[src/rtl/serial_word_transmitter_pkg.sv]
// Shared definitions for serial_word_transmitter: state encoding, default word width
// and counter sizing. The PARITY state exists only with SERIAL_WORD_TRANSMITTER_PARITY_EN.
package serial_word_transmitter_pkg;

    localparam int DEFAULT_WIDTH = 8;

`ifdef SERIAL_WORD_TRANSMITTER_PARITY_EN
    typedef enum logic [1:0] {
        ST_IDLE   = 2'd0,
        ST_SHIFT  = 2'd1,
        ST_PARITY = 2'd2
    } state_t;
`else
    typedef enum logic [0:0] {
        ST_IDLE  = 1'b0,
        ST_SHIFT = 1'b1
    } state_t;
`endif

    // A one-bit counter is still needed for a two-bit word.
    function automatic int counter_width(input int width);
        return (width > 2) ? $clog2(width) : 1;
    endfunction

endpackage

[src/rtl/serial_word_transmitter_bit_counter.sv]
// Bit position counter for serial_word_transmitter: synchronous clear beats count-enable,
// terminal flags the last data bit of a frame.
module bit_counter
    import serial_word_transmitter_pkg::*;
#(
    parameter int LAST = DEFAULT_WIDTH - 1,
    parameter int CW   = counter_width(LAST + 1)
)
(
    input  logic clk,
    input  logic reset,
    input  logic clear,
    input  logic enable,
    output logic terminal
);

    localparam logic [CW-1:0] LAST_COUNT = CW'(LAST);

    logic [CW-1:0] count;

    always_ff @(posedge clk or posedge reset) begin
        if (reset) begin
            count <= '0;
        end else if (clear) begin
            count <= '0;
        end else if (enable) begin
            count <= count + 1'b1;
        end
    end

    assign terminal = (count == LAST_COUNT);

endmodule

[src/rtl/serial_word_transmitter.sv]
// MSB-first serializer feeding a downstream left-shift register through out/out_enable.
// Define SERIAL_WORD_TRANSMITTER_PARITY_EN to append an even-parity bit to every frame.
module serial_word_transmitter
    import serial_word_transmitter_pkg::*;
#(
    parameter int WIDTH = DEFAULT_WIDTH
)
(
    input  logic             clk,
    input  logic             reset,
    input  logic [WIDTH-1:0] data_in,
    input  logic             load_valid,
    output logic             load_ready,
    input  logic             hold,
    output logic             out,
    output logic             out_enable,
    output logic             busy,
    output logic             done
);

    localparam int CW = counter_width(WIDTH);

    state_t           state;
    logic [WIDTH-1:0] shift_word;
    logic             last_bit;
    logic             bit_step;
    logic             frame_end;
    logic             accept;
    logic             counter_clear;
`ifdef SERIAL_WORD_TRANSMITTER_PARITY_EN
    logic             parity_bit;
`endif

    assign bit_step = (state == ST_SHIFT) && !hold;

`ifdef SERIAL_WORD_TRANSMITTER_PARITY_EN
    assign frame_end  = (state == ST_PARITY) && !hold;
    assign out        = (state == ST_PARITY) ? parity_bit
                                             : ((state == ST_SHIFT) && shift_word[WIDTH-1]);
    assign out_enable = bit_step || frame_end;
`else
    assign frame_end  = bit_step && last_bit;
    assign out        = (state == ST_SHIFT) && shift_word[WIDTH-1];
    assign out_enable = bit_step;
`endif

    // Ready at the frame's final bit as well as in IDLE, so frames can run back to back.
    assign busy          = (state != ST_IDLE);
    assign done          = frame_end;
    assign load_ready    = !reset && ((state == ST_IDLE) || frame_end);
    assign accept        = load_valid && load_ready;
    assign counter_clear = accept || (bit_step && last_bit);

    bit_counter #(
        .LAST (WIDTH - 1),
        .CW   (CW)
    ) u_bit_counter (
        .clk      (clk),
        .reset    (reset),
        .clear    (counter_clear),
        .enable   (bit_step),
        .terminal (last_bit)
    );

    always_ff @(posedge clk or posedge reset) begin
        if (reset) begin
            state      <= ST_IDLE;
            shift_word <= '0;
`ifdef SERIAL_WORD_TRANSMITTER_PARITY_EN
            parity_bit <= 1'b0;
`endif
        end else if (accept) begin
            state      <= ST_SHIFT;
            shift_word <= data_in;
`ifdef SERIAL_WORD_TRANSMITTER_PARITY_EN
            parity_bit <= ^data_in;
`endif
        end else begin
            case (state)
                ST_SHIFT: begin
                    if (!hold) begin
                        shift_word <= shift_word << 1;
                        if (last_bit) begin
`ifdef SERIAL_WORD_TRANSMITTER_PARITY_EN
                            state <= ST_PARITY;
`else
                            state <= ST_IDLE;
`endif
                        end
                    end
                end
`ifdef SERIAL_WORD_TRANSMITTER_PARITY_EN
                ST_PARITY: begin
                    if (!hold) begin
                        state <= ST_IDLE;
                    end
                end
`endif
                default: ;
            endcase
        end
    end

endmodule

[config.mk]
export PLATFORM = sky130hd
export DESIGN_NAME = serial_word_transmitter
export DESIGN_NICKNAME = d
export VERILOG_FILES = /design/src/rtl/serial_word_transmitter_pkg.sv /design/src/rtl/serial_word_transmitter_bit_counter.sv /design/src/rtl/serial_word_transmitter.sv
export SDC_FILE = /design/constraint.sdc
export NUM_CORES = 1
export LEC_CHECK = 0
export BUFFER_PORTS_ARGS = -buffer_cell sky130_fd_sc_hd__buf_4
export CAP_MARGIN = 15
export CORE_MARGIN = 4
export CORE_UTILIZATION = 50
export DETAILED_ROUTE_END_ITERATION = 10
export PLACE_DENSITY = 0.83
export SLEW_MARGIN = 25
export SYNTH_ARGS = -nofsm -noshare
export SYNTH_HDL_FRONTEND = slang
export SYNTH_SLANG_ARGS = --single-unit
[constraint.sdc]
create_clock -name clk -period 3 [get_ports clk]
set_input_delay 0.9 -clock clk [delete_from_list [all_inputs] [get_ports clk]]
set_output_delay 0.9 -clock clk [all_outputs]
set_load 0.01 [all_outputs]
==> flow_results.org, run 1 <==
** Power and ir drop
- Net switching fraction of the power :: 0.298
- For this design the total switching power over the nets is between 0.15 and 0.2 mW.
- Largest vdd supply drop :: 0.442 mV
- Clock power frac :: 0.157
- In this run the static leakage power is 0.443 nW.
- Sequential fraction of design power :: 0.432
- The internal power of the cells totals approximately 0.42 mW.
- Combinational share of power :: 0.411
- Power per standard cell area :: around 710 nW/µm²
- Total Power Consumption :: roughly 0.6 mW

** Timing
- After layout, the worst setup slack is 550 ps.
- Summed over all failing endpoints, the final setup total negative slack is 0 ps.
- Setup repair after global routing left no endpoint under its margin.
- Max Fclk :: 408 MHz
- The max-slew violation total from the final report was 0.
- The clock period could shrink to ~2400 ps.
- Final-layout worst hold slack :: 537 ps
- Setup violations remaining at the end of the flow were counted as 0.
- Post-route clock skew :: around 1.2 ps
- At the pin with the least slew margin, the transition time is between 400 and 500 ps.
- Post-route fraction of the period consumed by the critical path :: 0.817
- Final Hold Fails :: 0
- Measured against its own limit, the worst slew margin works out to 0.693.

** Synth
- Cell area after technology mapping :: between 600 and 700 µm²
- Leading post-synthesis cells by cell area :: sky130_fd_sc_hd__dfrtp_1 44%, sky130_fd_sc_hd__mux2_4 18%, sky130_fd_sc_hd__mux2_1 4.9%, sky130_fd_sc_hd__mux2_2 4.9%, sky130_fd_sc_hd__ha_1 3.7%
- During synthesis, Yosys emitted a total of 0 warnings.
- Yosys top cell by area :: sky130_fd_sc_hd__dfrtp_1
- Number of synthesized register bits :: 12
- Nets in the synthesized netlist :: between 60 and 70
- Of the synthesized area, sequential elements account for 0.440.
- The cell count after synthesis came out at 55.
- Average instance area after synthesis :: approximately 12 µm²
- The share of synthesized area in the top cell type comes to 0.440.
- Count of unique library cells instantiated by Yosys :: 20

** Die
- The die is ~45 µm wide.
- The total area inside the core boundary comes to between 1000 and 1500 µm².
- DIE HEIGHT :: around 45 µm
- In this run the core area contains 13 standard-cell rows.
- For this configuration, the core starts out at a cell density of 0.525.
- The floorplan step defined a die boundary enclosing slightly above 2000 µm².
- Pin placement for this block handled 17 I/O pins.

** Clock tree
- In this run, post-CTS repair resized a total of 0 instances.
- The clock drives 12 sinks.
- Clock-pin slew on the worst setup and hold paths :: 70 ps
- In this run, post-CTS hold repair placed 0 buffers.
- Number of setup buffers added after CTS :: 0
- TritonCTS buffer count :: 3
- Counting along the longest clock path gives a buffer depth of 2.
- TritonCTS built the clock tree.
- Clock tree synthesis selected as its root buffer the cell sky130_fd_sc_hd__clkbuf_4.
- H-tree levels :: 1
- Clock insertion delay at the later pin of the skew report :: between 200 and 300 ps

** Route
- The routed design has approximately 1100 µm of wire.
- In the final routed layout, each cell accounts on average for ~13 µm.
- Using the TritonRoute via totals, the vias-per-cell ratio works out to roughly 5.4.
- For this block, the initial DRC count from the detailed router was 5.
- The first TritonRoute pass finished after 2 iterations.
- Detailed-route via count :: between 400 and 500
- Final ANT Viol Nets :: 0
- Number of remaining DRC errors :: 0

** Global routing
- Global routing finished with a remaining overflow of 0.
- Entering global routing, the biggest net connects 13 pins.
- The first global-routing pass estimated about 2000 µm of wire.
- The initial antenna violation count came to 0.
- Across every metal layer, demand over resource in global routing totals 0.137.
- Number of global-route vias before repair :: 476

** Worst setup path
- Broken down by cell family, the worst path's largest delay share belongs to buffers and inverters.
- Among all stages on the critical path, the largest delay is contributed by sky130_fd_sc_hd__nand2b_1.
- Data on the critical path is required at its endpoint by 2100 ps.
- Counting both buffers and inverters, the worst setup path holds a total of 3.
- The worst setup path is captured at an output port.
- Along the worst path, the maximum fanout reaches 6.
- Kind of start point of the critical path :: input pin
- Biggest cell delay along the critical path :: about 200 ps
- Type of the setup path with the least slack :: in -> out
- Traced cell by cell, the critical path runs through buf_4 > nand2b_1 > inv_6 > and2_1 > buf_4.
- Library cell appearing most often on the critical path :: sky130_fd_sc_hd__buf_4
- Critical path arrival :: 1550 ps

** Run
- Across the run, the number of max-cap violations was 0.

** Layout
- Number of inserted filler cells in the final layout :: 117
- From synthesis to final layout, the design area changed by 23.1%.
- Nets :: 90
- Fraction of layout cells with a size suffix above 1 :: 0.446
- Final design area excluding fillers :: ~840 µm²
- Antenna Cells :: 0

** Status
- Run status :: complete, no violations

** Place
- In this run the cell area measured after placement is between 800 and 900 µm².
- Placer Congestion :: a little over 0.7
- The HPWL after detailed placement is slightly above 900 µm.
- I/O Buffers :: 16
- Timing analysis after detailed placement gives a worst setup slack of between 500 and 600 ps.

** Hold path
- Worst min-delay path class :: reg -> reg
-- cell usage after synthesis (all sizes together) --
library cell and number:
mux2 14, dfrtp 12, a21oi 4, inv 3, nand2 3, nand2b 3, o21ai 3, and2 2
ha 2, nand3b 2, nor2 2, and2b 1, buf 1, mux2i 1, nor2b 1, o211ai 1
-- metrics by stage --
stage,cells,utilization
after floorplan,55,-
after global placement,86,0.629
after detailed placement,86,0.629
after CTS,89,0.646
after global routing,89,0.646
final,89,0.646
-- worst paths after layout --
kind | startpoint | end | slack [ps] | cells past startpoint
min | u_bit_counter.count[2] | u_bit_counter.count[2] | 540 | 2
max | hold | done | 550 | 5
min reg2reg | u_bit_counter.count[2] | u_bit_counter.count[2] | 540 | 2
max reg2reg | u_bit_counter.count[0] | shift_word[3] | 1180 | 5
min in group asynchronous | reset | shift_word[1] | 660 | 2
max in group asynchronous | reset | u_bit_counter.count[2] | 2030 | 2
-- power by group through the flow --
stage	logic, mW	registers, mW	clock network [mW]
6_report	0.246	0.259	0.0939
4_1_cts	0.251	0.259	0.100
5_1_grt	0.274	0.267	0.109
3_5_place_dp	0.250	0.262	0
3_3_place_gp	0.239	0.261	0
2_1_floorplan	0.194	0.252	0
-- kinds of logic (layout without fill, tap and decap cells) --
family,count (synthesis),count (layout),synth area share
buffers and inverters,4,23,0.0403
adder cells (fa/ha/maj),2,2,0.0366
multiplexers,15,15,0.289
AND/OR/NAND/NOR,14,14,0.115
AO/OA/AOI/OAI,8,8,0.0788
flip-flops,12,12,0.440
-- final cells by class --
cell class                 count  area, µm²  area share
clock buffer                   3       22.5      0.0268
inverter                       3       16.3      0.0193
multi-input combinational     39        355       0.423
sequential                    12        300       0.357
tap                           15       18.8      0.0223
timing repair buffer          17        128       0.152
-- flip-flops by register name, indices dropped and copies added (netlist names) --
name                 flops
busy                     1
shift_word               8
u_bit_counter.count      3
-- placed cells by master (no fill, tap or decap) --
master / n
sky130_fd_sc_hd__a21oi_1: 4
sky130_fd_sc_hd__nand2b_1: 3
sky130_fd_sc_hd__o21ai_4: 1
sky130_fd_sc_hd__mux2_2: 3
sky130_fd_sc_hd__mux2_4: 8
sky130_fd_sc_hd__mux2_1: 3
sky130_fd_sc_hd__clkbuf_4: 3
sky130_fd_sc_hd__dfrtp_1: 12
sky130_fd_sc_hd__nand2_1: 3
sky130_fd_sc_hd__nand3b_1: 2
sky130_fd_sc_hd__ha_1: 2
sky130_fd_sc_hd__and2_1: 2
sky130_fd_sc_hd__mux2i_1: 1
sky130_fd_sc_hd__nor2_1: 2
sky130_fd_sc_hd__o211ai_1: 1
sky130_fd_sc_hd__and2b_1: 1
sky130_fd_sc_hd__inv_1: 2
sky130_fd_sc_hd__nor2b_1: 1
sky130_fd_sc_hd__buf_4: 17
sky130_fd_sc_hd__inv_6: 1
sky130_fd_sc_hd__o21ai_0: 2
-- tightest hold or removal path, stage by stage, from the launching register on --
cell                      delay [ps]
sky130_fd_sc_hd__dfrtp_1         390
sky130_fd_sc_hd__nand2_1          60
sky130_fd_sc_hd__a21oi_1          50
-- metal layers --
layer,track usage,part of all wire,vias up
li1,-,-,234
met1,0.158,0.41,232
met2,0.223,0.54,10
met4,0.0877,0.015,0
met3,0.0359,0.035,2
met5,0,0,-
Power figures use the tool's default switching activity.
==> inputs of run 2 (changes only) <==
==> constraint.sdc (replaced) <==
create_clock -name clk -period 2.5 [get_ports clk]
set_input_delay 0.75 -clock clk [delete_from_list [all_inputs] [get_ports clk]]
set_output_delay 0.75 -clock clk [all_outputs]
set_load 0.01 [all_outputs]
==> flow_results.org, run 2 (synthesis gave the netlist of run 1 again) <==
** Status
- Run status :: complete, no violations

** Worst setup path
- Walking the worst path, the cells encountered are ha_1 > ha_1 > nand2b_1 > a21oi_1 > buf_4.
- Type of the setup path with the least slack :: reg -> out
- Critical path arrival :: 1450 ps (-100 ps)
- Required time worst endpoint :: 1750 ps (-350 ps)
- The flop-to-flop setup slack came to 650 ps (-530 ps).
- The most numerous cell type found on the critical path is sky130_fd_sc_hd__ha_1.
- Crit end category :: output port
- Cell with the largest stage delay on the worst path :: sky130_fd_sc_hd__dfrtp_1
- Grouping stages by cell kind, the critical path spends the most delay in adder cells.
- The worst-path maximum fanout was 6 (unchanged).
- The worst path buffer plus inverter count is 1 (-2).
- The number of cells on the worst reg-to-reg path was 5 (unchanged).
- The largest incremental delay on the critical path is 400 ps (+200 ps).
- Crit. path cell count :: 5 (unchanged)
- Kind of start point of the critical path :: register

** Run
- Max-Cap Viols :: 0 (unchanged)

** Route
- The routed wirelength normalized by instance count was 13.0 µm (+1.1%).
- 1st-pass router iterations :: 3 (+1)
- Vias per cell :: 5.21 (-3.0%)
- Detailed-route via count :: 469 (-1.9%)
- Number of remaining DRC errors :: 0 (unchanged)
- Initial detailed-routing violation count :: 2 (-3)
- The final routed wirelength across all metal layers came to 1170 µm (+2.3%).
- Final ANT Viol Nets :: 0 (unchanged)

** Layout
- Ranked by flip-flop count, first place goes to shift_word.
- The library cells used most frequently in the layout, excluding fill and tap cells, are 17 x sky130_fd_sc_hd__buf_4, 12 x sky130_fd_sc_hd__dfrtp_1, 8 x sky130_fd_sc_hd__mux2_4.
- Number of flip-flops under the largest register name :: 8 (unchanged)
- Fraction of layout cells with a size suffix above 1 :: 0.453 (+0.00739)
- Most common cell after layout, fill and taps aside :: sky130_fd_sc_hd__buf_4
- Compared with the post-synthesis result, the final layout area differs by 25.1%.
- The net total in the final layout is 90 (unchanged).
- The antenna diode count is 0 (unchanged).

** Clock tree
- Cts repair resizes :: 0 (unchanged)
- The number of clock sinks was 12 (unchanged).
- The maximum level of the CTS H-tree was 1 (unchanged).
- Clock insertion delay at the later pin of the skew report :: 280 ps (+20 ps)
- The number of clock buffers inserted by TritonCTS was 3 (unchanged).
- The tree is rooted in a sky130_fd_sc_hd__clkbuf_4.
- The maximum clock insertion buffer count is 2 (unchanged).
- The total setup buffers inserted after CTS was 0 (unchanged).
- TritonCTS built the clock tree.
- The clock transition at the registers of the reported paths came to 80 ps (about the same).
- Post-cts hold buffer count :: 0 (unchanged)

** Timing
- Worst slew margin :: 0.696 (+0.00254)
- Transition time at the pin with the least slew margin :: 456 ps (-3.80 ps)
- Based on the critical path, the design can be clocked at up to approximately 450 MHz.
- The number of setup violations in the final report is 0 (unchanged).
- Post-route clock skew :: 3.13 ps (+1.97 ps)
- RSZ-0062 raised after global routing :: false
- The max-slew violation total from the final report was 0 (unchanged).
- For the finished layout, the period the worst path requires is ~2200 ps.
- Of the available clock period, the critical path in the final layout requires 0.879.
- Total negative slack for setup checks :: 0 ps (unchanged)
- Final Hold Fails :: 0 (unchanged)

** Power and ir drop
- The post-route total power came to 0.769 mW (+29%).
- Leakage :: 0.450 nW (+1.6%)
- The power per standard cell area came to 900 nW/µm² (+26%).
- The power share of the combinational group was 0.387 (-0.024).
- The total internal power is 0.538 mW (+28%).
- The sequential share of power was 0.408 (-0.024).
- Clock power frac :: 0.206 (+0.049)
- The switching share of power came to 0.301 (+0.00253).
- The net switching power is 0.231 mW (+30%).
- The peak ir drop on the vdd network came to 0.454 mV (+2.7%).

** Hold path
- Worst min-delay path class :: in -> async

** Global routing
- The via count of the first global-routing pass was 468 (-1.7%).
- Combined global-route utilization of all metal layers :: 0.138 (+0.00117)
- The maximum number of pins on one net before global-route repair is 13 (unchanged).
- The sum of overflow across all layers after global routing was 0 (unchanged).
- The wire length of the first global-routing pass was 1960 µm (-1.4%).
- The initial antenna violation count was 0 (unchanged).

** Place
- The HPWL after detailed placement was 927 µm (-0.48%).
- The placer congestion estimate was 0.667 (-6.4%).
- I/O Buffers :: 16 (unchanged)

** Die
- The initial core utilization is 0.525 (unchanged).
- X dimension of the die :: 45.0 µm (unchanged)
- The number of placed I/O pins was 17 (unchanged).
- The die span in y came to 45.0 µm (unchanged).
- Placeable core region :: 1300 µm² (unchanged)
- DIE AREA :: 2020 µm² (unchanged)
- The number of core rows is 13 (unchanged).
run 2: layout make-up:
type                            count  area [µm²]
Multi-Input combinational cell     39         355
Fill cell                         110         447
Sequential cell                    12         300
Timing Repair Buffer               17         128
Clock buffer                        4        36.3
Tap cell                           15        18.8
Inverter                            3        16.3
run 2: worst paths after layout:
check,from,end
setup / recovery,u_bit_counter.count[0],load_ready
hold / removal,reset,shift_word[3]
setup reg to reg,u_bit_counter.count[0],shift_word[3]
hold reg to reg,u_bit_counter.count[1],u_bit_counter.count[1]
max in group asynchronous,reset,shift_word[5]
min in group clk,u_bit_counter.count[1],u_bit_counter.count[1]
run 2: layer usage:
layer | routed length, µm | share of wire | GRT usage
met1 | 528 | 0.45 | 0.167
met2 | 559 | 0.48 | 0.218
met3 | 49 | 0.042 | 0.0359
met4 | 33 | 0.028 | 0.0877
met5 | 0 | 0 | 0
run 2: metrics by stage:
| step | area (µm²) | worst slack [ps] | hold WS [ps] | util | instances |
|---|---|---|---|---|---|
| 2_1_floorplan | 683 | 477 | 502 | - | 55 |
| 3_3_place_gp | 818 | 351 | 521 | 0.629 | 86 |
| 3_5_place_dp | 818 | 345 | 525 | 0.629 | 86 |
| 4_1_cts | 855 | 287 | 496 | 0.657 | 90 |
| 5_1_grt | 855 | 202 | 509 | 0.657 | 90 |
| 6_report | 855 | 302 | 492 | 0.657 | 90 |
run 2: power groups by stage:
stage | Clock (mW) | Sequential, mW | Combinational (mW)
after floorplan | 0 | 0.303 | 0.233
after global placement | 0 | 0.315 | 0.287
after detailed placement | 0 | 0.319 | 0.297
after CTS | 0.162 | 0.314 | 0.300
after global routing | 0.174 | 0.324 | 0.329
final | 0.158 | 0.314 | 0.297
run 2: worst reg2reg max path: stages (launching register included):
cell	delay (ps)
sky130_fd_sc_hd__dfrtp_1	400
sky130_fd_sc_hd__ha_1	200
sky130_fd_sc_hd__ha_1	240
sky130_fd_sc_hd__and2b_1	230
sky130_fd_sc_hd__o21ai_4	300
sky130_fd_sc_hd__mux2_2	380
